**src/rtl/frog_move_ctrl.sv**
```systemverilog
// Frog player-input stage: button sync/debounce, edge-clamped grid hops, req/ack hand-off to the draw FSM.
// Optional horizontal wrap-around at the screen edges is enabled by defining FROG_WRAP_X_EN.
module frog_move_ctrl #(
    parameter int DEBOUNCE_CYCLES = 250000,
    parameter int STEP            = 4,
    parameter int X_MAX           = 156,
    parameter int Y_MAX           = 116,
    parameter int X_START         = 76,
    parameter int Y_START         = 116
) (
    input  logic       clock,
    input  logic       resetn,
    input  logic       key_up_n,
    input  logic       key_down_n,
    input  logic       key_left_n,
    input  logic       key_right_n,
    input  logic       move_ack,
    output logic       move_req,
    output logic [7:0] x_pos,
    output logic [6:0] y_pos,
    output logic [7:0] old_x,
    output logic [6:0] old_y,
    output logic [7:0] hop_count
);

    localparam int CNT_W = (DEBOUNCE_CYCLES > 2) ? $clog2(DEBOUNCE_CYCLES) : 1;
    localparam logic [CNT_W-1:0] CNT_LAST = CNT_W'(DEBOUNCE_CYCLES - 1);
    localparam logic [7:0] STEP_X8  = 8'(STEP);
    localparam logic [8:0] STEP_X9  = 9'(STEP);
    localparam logic [8:0] X_MAX9   = 9'(X_MAX);
    localparam logic [6:0] STEP_Y7  = 7'(STEP);
    localparam logic [7:0] STEP_Y8  = 8'(STEP);
    localparam logic [7:0] Y_MAX8   = 8'(Y_MAX);
    localparam logic [7:0] X_START8 = 8'(X_START);
    localparam logic [6:0] Y_START7 = 7'(Y_START);

    typedef enum logic [1:0] {
        IDLE     = 2'd0,
        REQ      = 2'd1,
        WAIT_REL = 2'd2
    } state_t;

    state_t           state_r;
    logic [3:0]       keys_raw_s;
    logic [3:0]       sync1_r;
    logic [3:0]       sync2_r;
    logic [3:0]       level_r;
    logic [3:0]       level_prev_r;
    logic [CNT_W-1:0] cnt_r [4];
    logic [3:0]       press_s;
    logic             blocked_s;
    logic [7:0]       next_x_s;
    logic [6:0]       next_y_s;

    // Bit order: 0 up, 1 down, 2 left, 3 right (index order is also hop priority).
    assign keys_raw_s = {key_right_n, key_left_n, key_down_n, key_up_n};
    assign press_s    = level_prev_r & ~level_r;

    // Two-flop synchroniser for the asynchronous buttons.
    always_ff @(posedge clock or negedge resetn) begin
        if (!resetn) begin
            sync1_r <= 4'b1111;
            sync2_r <= 4'b1111;
        end else begin
            sync1_r <= keys_raw_s;
            sync2_r <= sync1_r;
        end
    end

    // Debounce: a level change must persist DEBOUNCE_CYCLES cycles before it is accepted.
    always_ff @(posedge clock or negedge resetn) begin
        if (!resetn) begin
            level_r      <= 4'b1111;
            level_prev_r <= 4'b1111;
            for (int i = 0; i < 4; i++) begin
                cnt_r[i] <= {CNT_W{1'b0}};
            end
        end else begin
            level_prev_r <= level_r;
            for (int i = 0; i < 4; i++) begin
                if (sync2_r[i] == level_r[i]) begin
                    cnt_r[i] <= {CNT_W{1'b0}};
                end else if (cnt_r[i] == CNT_LAST) begin
                    cnt_r[i]   <= {CNT_W{1'b0}};
                    level_r[i] <= sync2_r[i];
                end else begin
                    cnt_r[i] <= cnt_r[i] + {{(CNT_W-1){1'b0}}, 1'b1};
                end
            end
        end
    end

    // Target position for the highest-priority press; sums are widened so edge checks cannot alias.
    always_comb begin
        blocked_s = 1'b0;
        next_x_s  = x_pos;
        next_y_s  = y_pos;
        if (press_s[0]) begin
            if ({1'b0, y_pos} < STEP_Y8) begin
                blocked_s = 1'b1;
            end else begin
                next_y_s = y_pos - STEP_Y7;
            end
        end else if (press_s[1]) begin
            if (({1'b0, y_pos} + STEP_Y8) > Y_MAX8) begin
                blocked_s = 1'b1;
            end else begin
                next_y_s = y_pos + STEP_Y7;
            end
        end else if (press_s[2]) begin
            if ({1'b0, x_pos} < STEP_X9) begin
`ifdef FROG_WRAP_X_EN
                next_x_s = X_MAX9[7:0];
`else
                blocked_s = 1'b1;
`endif
            end else begin
                next_x_s = x_pos - STEP_X8;
            end
        end else if (press_s[3]) begin
            if (({1'b0, x_pos} + STEP_X9) > X_MAX9) begin
`ifdef FROG_WRAP_X_EN
                next_x_s = 8'd0;
`else
                blocked_s = 1'b1;
`endif
            end else begin
                next_x_s = x_pos + STEP_X8;
            end
        end else begin
            blocked_s = 1'b0;
        end
    end

    // Hop FSM: one request per clean press, no auto-repeat until every key is released.
    always_ff @(posedge clock or negedge resetn) begin
        if (!resetn) begin
            state_r   <= IDLE;
            move_req  <= 1'b0;
            x_pos     <= X_START8;
            y_pos     <= Y_START7;
            old_x     <= X_START8;
            old_y     <= Y_START7;
            hop_count <= 8'd0;
        end else begin
            case (state_r)
                IDLE: begin
                    if (|press_s) begin
                        if (blocked_s) begin
                            state_r <= WAIT_REL;
                        end else begin
                            old_x    <= x_pos;
                            old_y    <= y_pos;
                            x_pos    <= next_x_s;
                            y_pos    <= next_y_s;
                            move_req <= 1'b1;
                            state_r  <= REQ;
                        end
                    end
                end
                REQ: begin
                    if (move_ack) begin
                        move_req <= 1'b0;
                        if (hop_count != 8'd255) begin
                            hop_count <= hop_count + 8'd1;
                        end
                        state_r <= WAIT_REL;
                    end
                end
                WAIT_REL: begin
                    if (&level_r) begin
                        state_r <= IDLE;
                    end
                end
                default: begin
                    move_req <= 1'b0;
                    state_r  <= IDLE;
                end
            endcase
        end
    end

endmodule

```
**config.mk**
```make
export PLATFORM = sky130hd
export DESIGN_NAME = frog_move_ctrl
export DESIGN_NICKNAME = d
export VERILOG_FILES = /design/src/rtl/frog_move_ctrl.sv
export SDC_FILE = /design/constraint.sdc
export NUM_CORES = 1
export LEC_CHECK = 0
export BUFFER_PORTS_ARGS = -buffer_cell sky130_fd_sc_hd__buf_2
export CELL_PAD_IN_SITES_DETAIL_PLACEMENT = 1
export CELL_PAD_IN_SITES_GLOBAL_PLACEMENT = 1
export CORE_MARGIN = 3
export CORE_UTILIZATION = 46
export CTS_CLUSTER_DIAMETER = 40
export CTS_CLUSTER_SIZE = 25
export DETAILED_ROUTE_END_ITERATION = 6
export GPL_TIMING_DRIVEN = 0
export PLACE_DENSITY = 0.82
export SLEW_MARGIN = 20
export SYNTH_ARGS = -nofsm -noshare
export SYNTH_HDL_FRONTEND = slang
export SYNTH_SLANG_ARGS = --single-unit
```
**constraint.sdc**
```tcl
create_clock -name clock -period 6.8 [get_ports clock]
set_clock_uncertainty 0.1 [all_clocks]
set_input_delay 1.36 -clock clock [delete_from_list [all_inputs] [get_ports clock]]
set_output_delay 1.36 -clock clock [all_outputs]
set_load 0.03 [all_outputs]
```
==> results of run 1 <==
==> power by group through the flow <==
stage          Combinational [uW]  Sequential, uW  Clock, uW
6_report                     53.6             740        868
5_1_grt                      62.5             741        925
4_1_cts                      55.6             740        887
3_5_place_dp                 55.3             752          0
3_3_place_gp                 51.0             751          0
2_1_floorplan                26.2             753          0
==> final timing paths <==
path | to | cells after the start | slack (ps)
max | old_y[3] | 10 | 3760
min | sync2_r[3] | 0 | 250
max reg2reg | old_y[3] | 10 | 3760
min reg2reg | sync2_r[3] | 0 | 250
max in group asynchronous | level_r[0] | 2 | 5100
min in group asynchronous | cnt_r[11] | 1 | 770
==> layer usage <==
layer / GRT usage / vias up / wire length (um)
met5: 0 / - / 0
met4: 0.07024 / 0 / 215
met3: 0.04737 / 16 / 370
met2: 0.3401 / 55 / 6657
met1: 0.2312 / 2115 / 5321
li1: - / 1991 / -
==> cell families (layout without fill, tap and decap cells) <==
logic type,count (synthesis),after routing,share of synthesized area
and+or+nand+nor,260,260,0.2145
DFF,121,121,0.5276
xor gates and xnor gates,85,85,0.1281
buffers and inverters,32,102,0.03101
AOI/OAI and AO/OA,30,30,0.03661
muxes,17,17,0.03790
adders and majority gates,11,11,0.02369
other,1,8,0.0006454
==> cell type report <==
class                           instances  share of cell area
Buffer                                 22             0.02083
Clock buffer                           19             0.06615
Clock inverter                         13             0.01864
Inverter                               10            0.005482
Multi-Input combinational cell        411              0.3785
Sequential cell                       121              0.4477
Tap cell                              168             0.03070
Timing Repair Buffer                   38             0.03198
==> cells in the mapped netlist (2+ instances only) <==
library cell,count,share of area
a21oi_1,7,0.0060
and3_1,17,0.018
and4_1,4,0.0060
buf_2,2,0.0017
buf_4,9,0.012
clkbuf_1,9,0.0058
dfrtp_1,91,0.39
dfstp_2,30,0.14
ha_1,11,0.024
inv_1,10,0.0065
mux2_2,8,0.016
mux2_4,8,0.021
nand2_1,48,0.031
nand2b_1,7,0.0075
nand3_1,42,0.036
nand3b_1,4,0.0052
nand4_1,4,0.0043
nor2_1,93,0.060
nor2b_1,7,0.0075
nor3_1,11,0.0095
nor4_1,9,0.0097
nor4b_1,4,0.0060
o21ai_0,8,0.0069
o22ai_1,2,0.0022
or3_1,4,0.0043
xnor2_1,44,0.066
xor2_1,41,0.062
==> flip-flops by register name, indices dropped and copies added (netlist names) <==
register	flops
cnt_r	72
hop_count	8
level_prev_r	4
level_r	4
move_req	1
old_x	6
old_y	5
state_r	2
sync1_r	4
sync2_r	4
x_pos	6
y_pos	5
==> worst max-delay path, cell delays in order, from the launching register on <==
cell and delay [ps]:
dfstp_2 620, inv_1 130, ha_1 360, and4_1 210, a21oi_1 150, a221oi_2 110
o31a_1 310, or3_1 350, buf_6 150, buf_12 140, mux2_4 290
==> stage by stage <==
stage          hold WS [ps]  utilization  cell area [sq um]
6_report              251.3       0.5630               6847
5_1_grt               256.7       0.5630               6847
4_1_cts               255.3       0.5630               6847
3_5_place_dp          249.9       0.5152               6266
3_3_place_gp          247.5       0.5124               6232
2_1_floorplan         245.2            -               5837
==> results.yml, run 1 <==
cts:
  cts_buffer_depth: 2
  htreeDepth: 4
  cts_hold_buf: 0
  cts-buffers-inserted: 17
  cts_tree: "yes"
  clkSlewWorstSetupHoldPaths_ps: 60
  cts_sinks: 121
  root_buffer: "clkbuf_16"
  worstSkewPairLatency_ps: 420
  post_cts_buffers: 0
  cts_resized: 0
final_layout:
  fin_nets: 639
  fin_cells: 802
  final_common_cell: "nor2_1"
  n_antenna_cell: 0
  area_growth_pct: 17.83
  final_cell_mix: "nor2_1 (93), dfrtp_1 (91), nand2_1 (48), xnor2_1 (44), nand3_1 (42)"
  regArea_sq_um: 3065
  drive_above_1_share: 0.2098
  n_fill_cell: 1342
  multiInputGateArea_sq_um: 2591
run_status:
  status: "completed"
pwr:
  swShare: 0.2164
  power_uw: 1662
  leakagePower_uw: 0.003132
  p_switching_uw: 359.6
  ir_drop_v: 0.0001532
  power.share.sequential: 0.445
  internal_power_uw: 1302
  pwr-share-clk: 0.522
  power_frac_comb: 0.032
  power_density_nw_per_um2: 242.7
yosys:
  avgSynthCellArea_sq_um: 10.43
  ys_async_sr_fraction: 1.000
  ys_seq_area_frac: 0.5276
  yosysWarnings: 0
  synthCells: 557
  yosysUniqueCellTypes: 50
  ys_ff_latch: 121
  synth_edf_count: 0
  syn_area_sq_um: 5811
  ys.flop_type: "dfrtp_1"
timing:
  max_freq_ghz: 0.3288
  slew_viol_final: 0
  rsz0062_at_grt: "false"
  finalCriticalPeriod_ps: 3041
  setup-tns-final_ps: 0
  setup-violations-final: 0
  worst_pin_slew_ps: 810.7
  final.setup.worst_slack_ps: 3759
  hold_viol: 0
  period_share: 0.4472
  slew_headroom: 0.4559
place:
  dpl_worst_slack_ps: 3790
  dp_hpwl_um: 8627
  place.gp.congestion: 0.8305
  portBuffers: 37
  dpl.cell_count: 770
global_routing:
  track_usage: 0.1938
  grt-ovfl-total: 0
  grt_first_pass_wirelength_um: 22200
  grt_max_degree: 78
  antenna_found_initial: 0
  grt_pass1_vias: 4557
critical_path:
  critPathLaunch: "x_pos[2]"
  path_class: "register to register"
  cp.arrival_ps: 3240
  required_ps: 7000
  cp-end-kind: "register"
  cp_max_fo: 10
  r2r-start: "x_pos[2]"
  cp-start-kind: "register"
floorplan:
  die_w_um: 118.4
  die_h_um: 118.4
  dieArea_sq_um: 14020
  coreArea_sq_um: 12160
  pin_count: 46
  std_cell_rows: 40
  start_util: 0.4778
routing:
  drc_errors: 0
  wl_per_cell_um: 15.67
  via_per_inst: 5.208
  drt_first_pass_iters: 4
  drt_wl_total_um: 12560
  drtIter0Drc: 178
  vias: 4177
  ant_nets: 0
worst_hold_path:
  hp-start: "sync1_r[3]"
  hold_class: "register to register"
flow_run:
  maxCapViolCount: 0
Power figures use the tool's default switching activity.
==> run 2: changes to the inputs <==
--- a/config.mk
+++ b/config.mk
@@ -9,12 +9,12 @@
 export CELL_PAD_IN_SITES_DETAIL_PLACEMENT = 1
 export CELL_PAD_IN_SITES_GLOBAL_PLACEMENT = 1
 export CORE_MARGIN = 3
-export CORE_UTILIZATION = 46
+export CORE_UTILIZATION = 43
 export CTS_CLUSTER_DIAMETER = 40
 export CTS_CLUSTER_SIZE = 25
 export DETAILED_ROUTE_END_ITERATION = 6
 export GPL_TIMING_DRIVEN = 0
-export PLACE_DENSITY = 0.82
+export PLACE_DENSITY = 0.81
 export SLEW_MARGIN = 20
 export SYNTH_ARGS = -nofsm -noshare
 export SYNTH_HDL_FRONTEND = slang
==> constraint.sdc (replaced) <==
create_clock -name clock -period 2.7 [get_ports clock]
set_clock_uncertainty 0.1 [all_clocks]
set_input_delay 0.54 -clock clock [delete_from_list [all_inputs] [get_ports clock]]
set_output_delay 0.54 -clock clock [all_outputs]
set_load 0.03 [all_outputs]
==> run 2 against run 1 <==
The run now ends with negative setup slack left. Sequential power rose to 2.5 times the previous value. First-iteration DRC count up 35%. Fmax up 12%. Non-clock buffer count up 12. Routed wire length up 11%. Global-route usage up 0.25 points. Count of clock-buffer cells in the layout up 5. Utilization down 1.9 points. Worst setup slack worse by 3800 ps. Total power rose to 2.6 times the previous value. Final area up 2.7%. Highest routed layer unchanged.
==> results.yml, run 2 (synthesis gave the netlist of run 1 again) <==
timing:
  rsz0062_at_grt: "true"
  slew_viol_final: 0
  worst_pin_slew_ps: 797.5
  slew_headroom: 0.4647
  final.setup.worst_slack_ps: -26.67
  whs_ps: 119.2
  setup-tns-final_ps: -60.36
  finalCriticalPeriod_ps: 2727
  period_share: 1.010
  hold_viol: 0
  max_freq_ghz: 0.3667
  setup-violations-final: 4
routing:
  ant_nets: 0
  drt_wl_total_um: 13910
  drc_errors: 0
  drt_first_pass_iters: 5
  via_per_inst: 5.295
  wl_per_cell_um: 17.00
  vias: 4331
  drtIter0Drc: 241
cts:
  worstSkewPairLatency_ps: 420
  htreeDepth: 4
  cts_buffer_depth: 2
  root_buffer: "clkbuf_16"
  cts_sinks: 121
  clkSlewWorstSetupHoldPaths_ps: 60
  cts_tree: "yes"
  cts-buffers-inserted: 17
floorplan:
  std_cell_rows: 41
  dieArea_sq_um: 14940
  die_w_um: 122.2
  start_util: 0.4495
  die_h_um: 122.2
  pin_count: 46
  coreArea_sq_um: 12930
global_routing:
  track_usage: 0.1963
  grtUsageMet3: 0.04424
  grt_util_met1: 0.2240
  grt_pass1_vias: 4734
  antenna_found_initial: 0
  gr-max-usage-layer: "met2"
  grt_first_pass_wirelength_um: 22930
  grt_max_degree: 74
  grt-ovfl-total: 0
  grt.met2_usage: 0.3531
final_layout:
  final_cell_mix: "nor2_1 (93), dfrtp_1 (91), nand2_1 (48), xnor2_1 (44), nand3_1 (41)"
  n_antenna_cell: 0
  area_growth_pct: 21.04
  final_common_cell: "nor2_1"
  drive_above_1_share: 0.2322
  regMostFlops: "cnt_r"
  n_fill_cell: 1438
  reg_top3: "cnt_r: 72 flops, hop_count: 8 flops"
  fin_nets: 651
  largest_reg_flops: 72
place:
  place.gp.congestion: 0.8081
  portBuffers: 37
  dp_hpwl_um: 8528
critical_path:
  path_class: "register to register"
  cp_max_fo: 6
  required_ps: 2910
  r2r_cells: 8
  r2r_end: "old_y[3]"
  regToRegSetupSlack_ps: -30
  cp-end-kind: "register"
  r2r-start: "x_pos[2]"
  cp.arrival_ps: 2930
  cp-endpoint: "old_y[3]"
  critPathLaunch: "x_pos[2]"
  cp-start-kind: "register"
run_status:
  violations: "negative setup slack"
  status: "complete, but fails checks"
pwr:
  leakagePower_uw: 0.003218
  power_density_nw_per_um2: 614.7
  ir_drop_v: 0.0004078
worst_hold_path:
  hold_class: "input port to register"
flow_run:
  maxCapViolCount: 0
==> run 2: cell types whose count changed in the layout (fill, tap and decap cells not counted), moves of 2 or more <==
cell      change
buf_4        +11
clkbuf_1      +3
clkinv_2      -3
clkbuf_8      +2
clkinv_4      -2
ha_1          -2
==> run 2: worst min path at each step <==
| stage | from | to | slack, ps | depth (start not counted) |
|---|---|---|---|---|
| floorplan | resetn | cnt_r[0] | 140 | 0 |
| global placement | sync1_r[1] | sync2_r[1] | 250 | 0 |
| detailed placement | sync1_r[3] | sync2_r[3] | 250 | 0 |
| CTS | key_down_n | sync1_r[1] | 100 | 1 |
| global route | key_down_n | sync1_r[1] | 100 | 1 |
| finish | key_down_n | sync1_r[1] | 120 | 1 |
==> run 2: cell type report <==
class                           instances  area, sq um  share of cell area
Multi-Input combinational cell        411         2635              0.3747
Clock inverter                          8        117.6             0.01672
Timing Repair Buffer                   51        336.6             0.04786
Tap cell                              172        215.2             0.03060
Clock buffer                           24        491.7             0.06992
Sequential cell                       121         3065              0.4359
Buffer                                 21        131.4             0.01868
Inverter                               10        40.04            0.005693
==> run 2: metal layers <==
metal	vias up	share of wire
met2	75	0.54
met4	0	0.019
met3	27	0.033
li1	2021	-
met5	-	0
met1	2208	0.41
==> run 2: per-stage QoR <==
step	total power [uW]	worst slack, ps	cells	utilization	area (sq um)
floorplan	1963	-125.1	564	-	5854
global placement	2019	-467.3	773	0.4838	6255
detailed placement	2032	-244.7	774	0.4865	6289
CTS	4370	0.4197	814	0.5401	6982
global route	4475	-71.31	818	0.5440	7033
finish	4323	-26.67	818	0.5440	7033
==> run 2: power breakdown <==
part           total, uW  internal [uW]  switching (uW)
registers           1860           1850            17.3
logic                137           40.2            96.7
clock network       2320           1540             781
==> run 2: worst max-delay path, cell delays in order (launching register included) <==
cell,delay [ps]
dfstp_2,610
nand3_2,90
or4b_4,500
o211ai_2,100
a221oi_2,90
o31a_1,270
or3_4,380
buf_12,160
mux2_4,300
==> run 2: repair_timing <==
action	4_1_cts	5_1_grt
buffers inserted	8	3
endpoints found under the hold margin	38	0
setup endpoints to repair	11	11
hold buffers	1	0
cloned	0	1
gates resized for setup	6	2
pin swaps	3	0
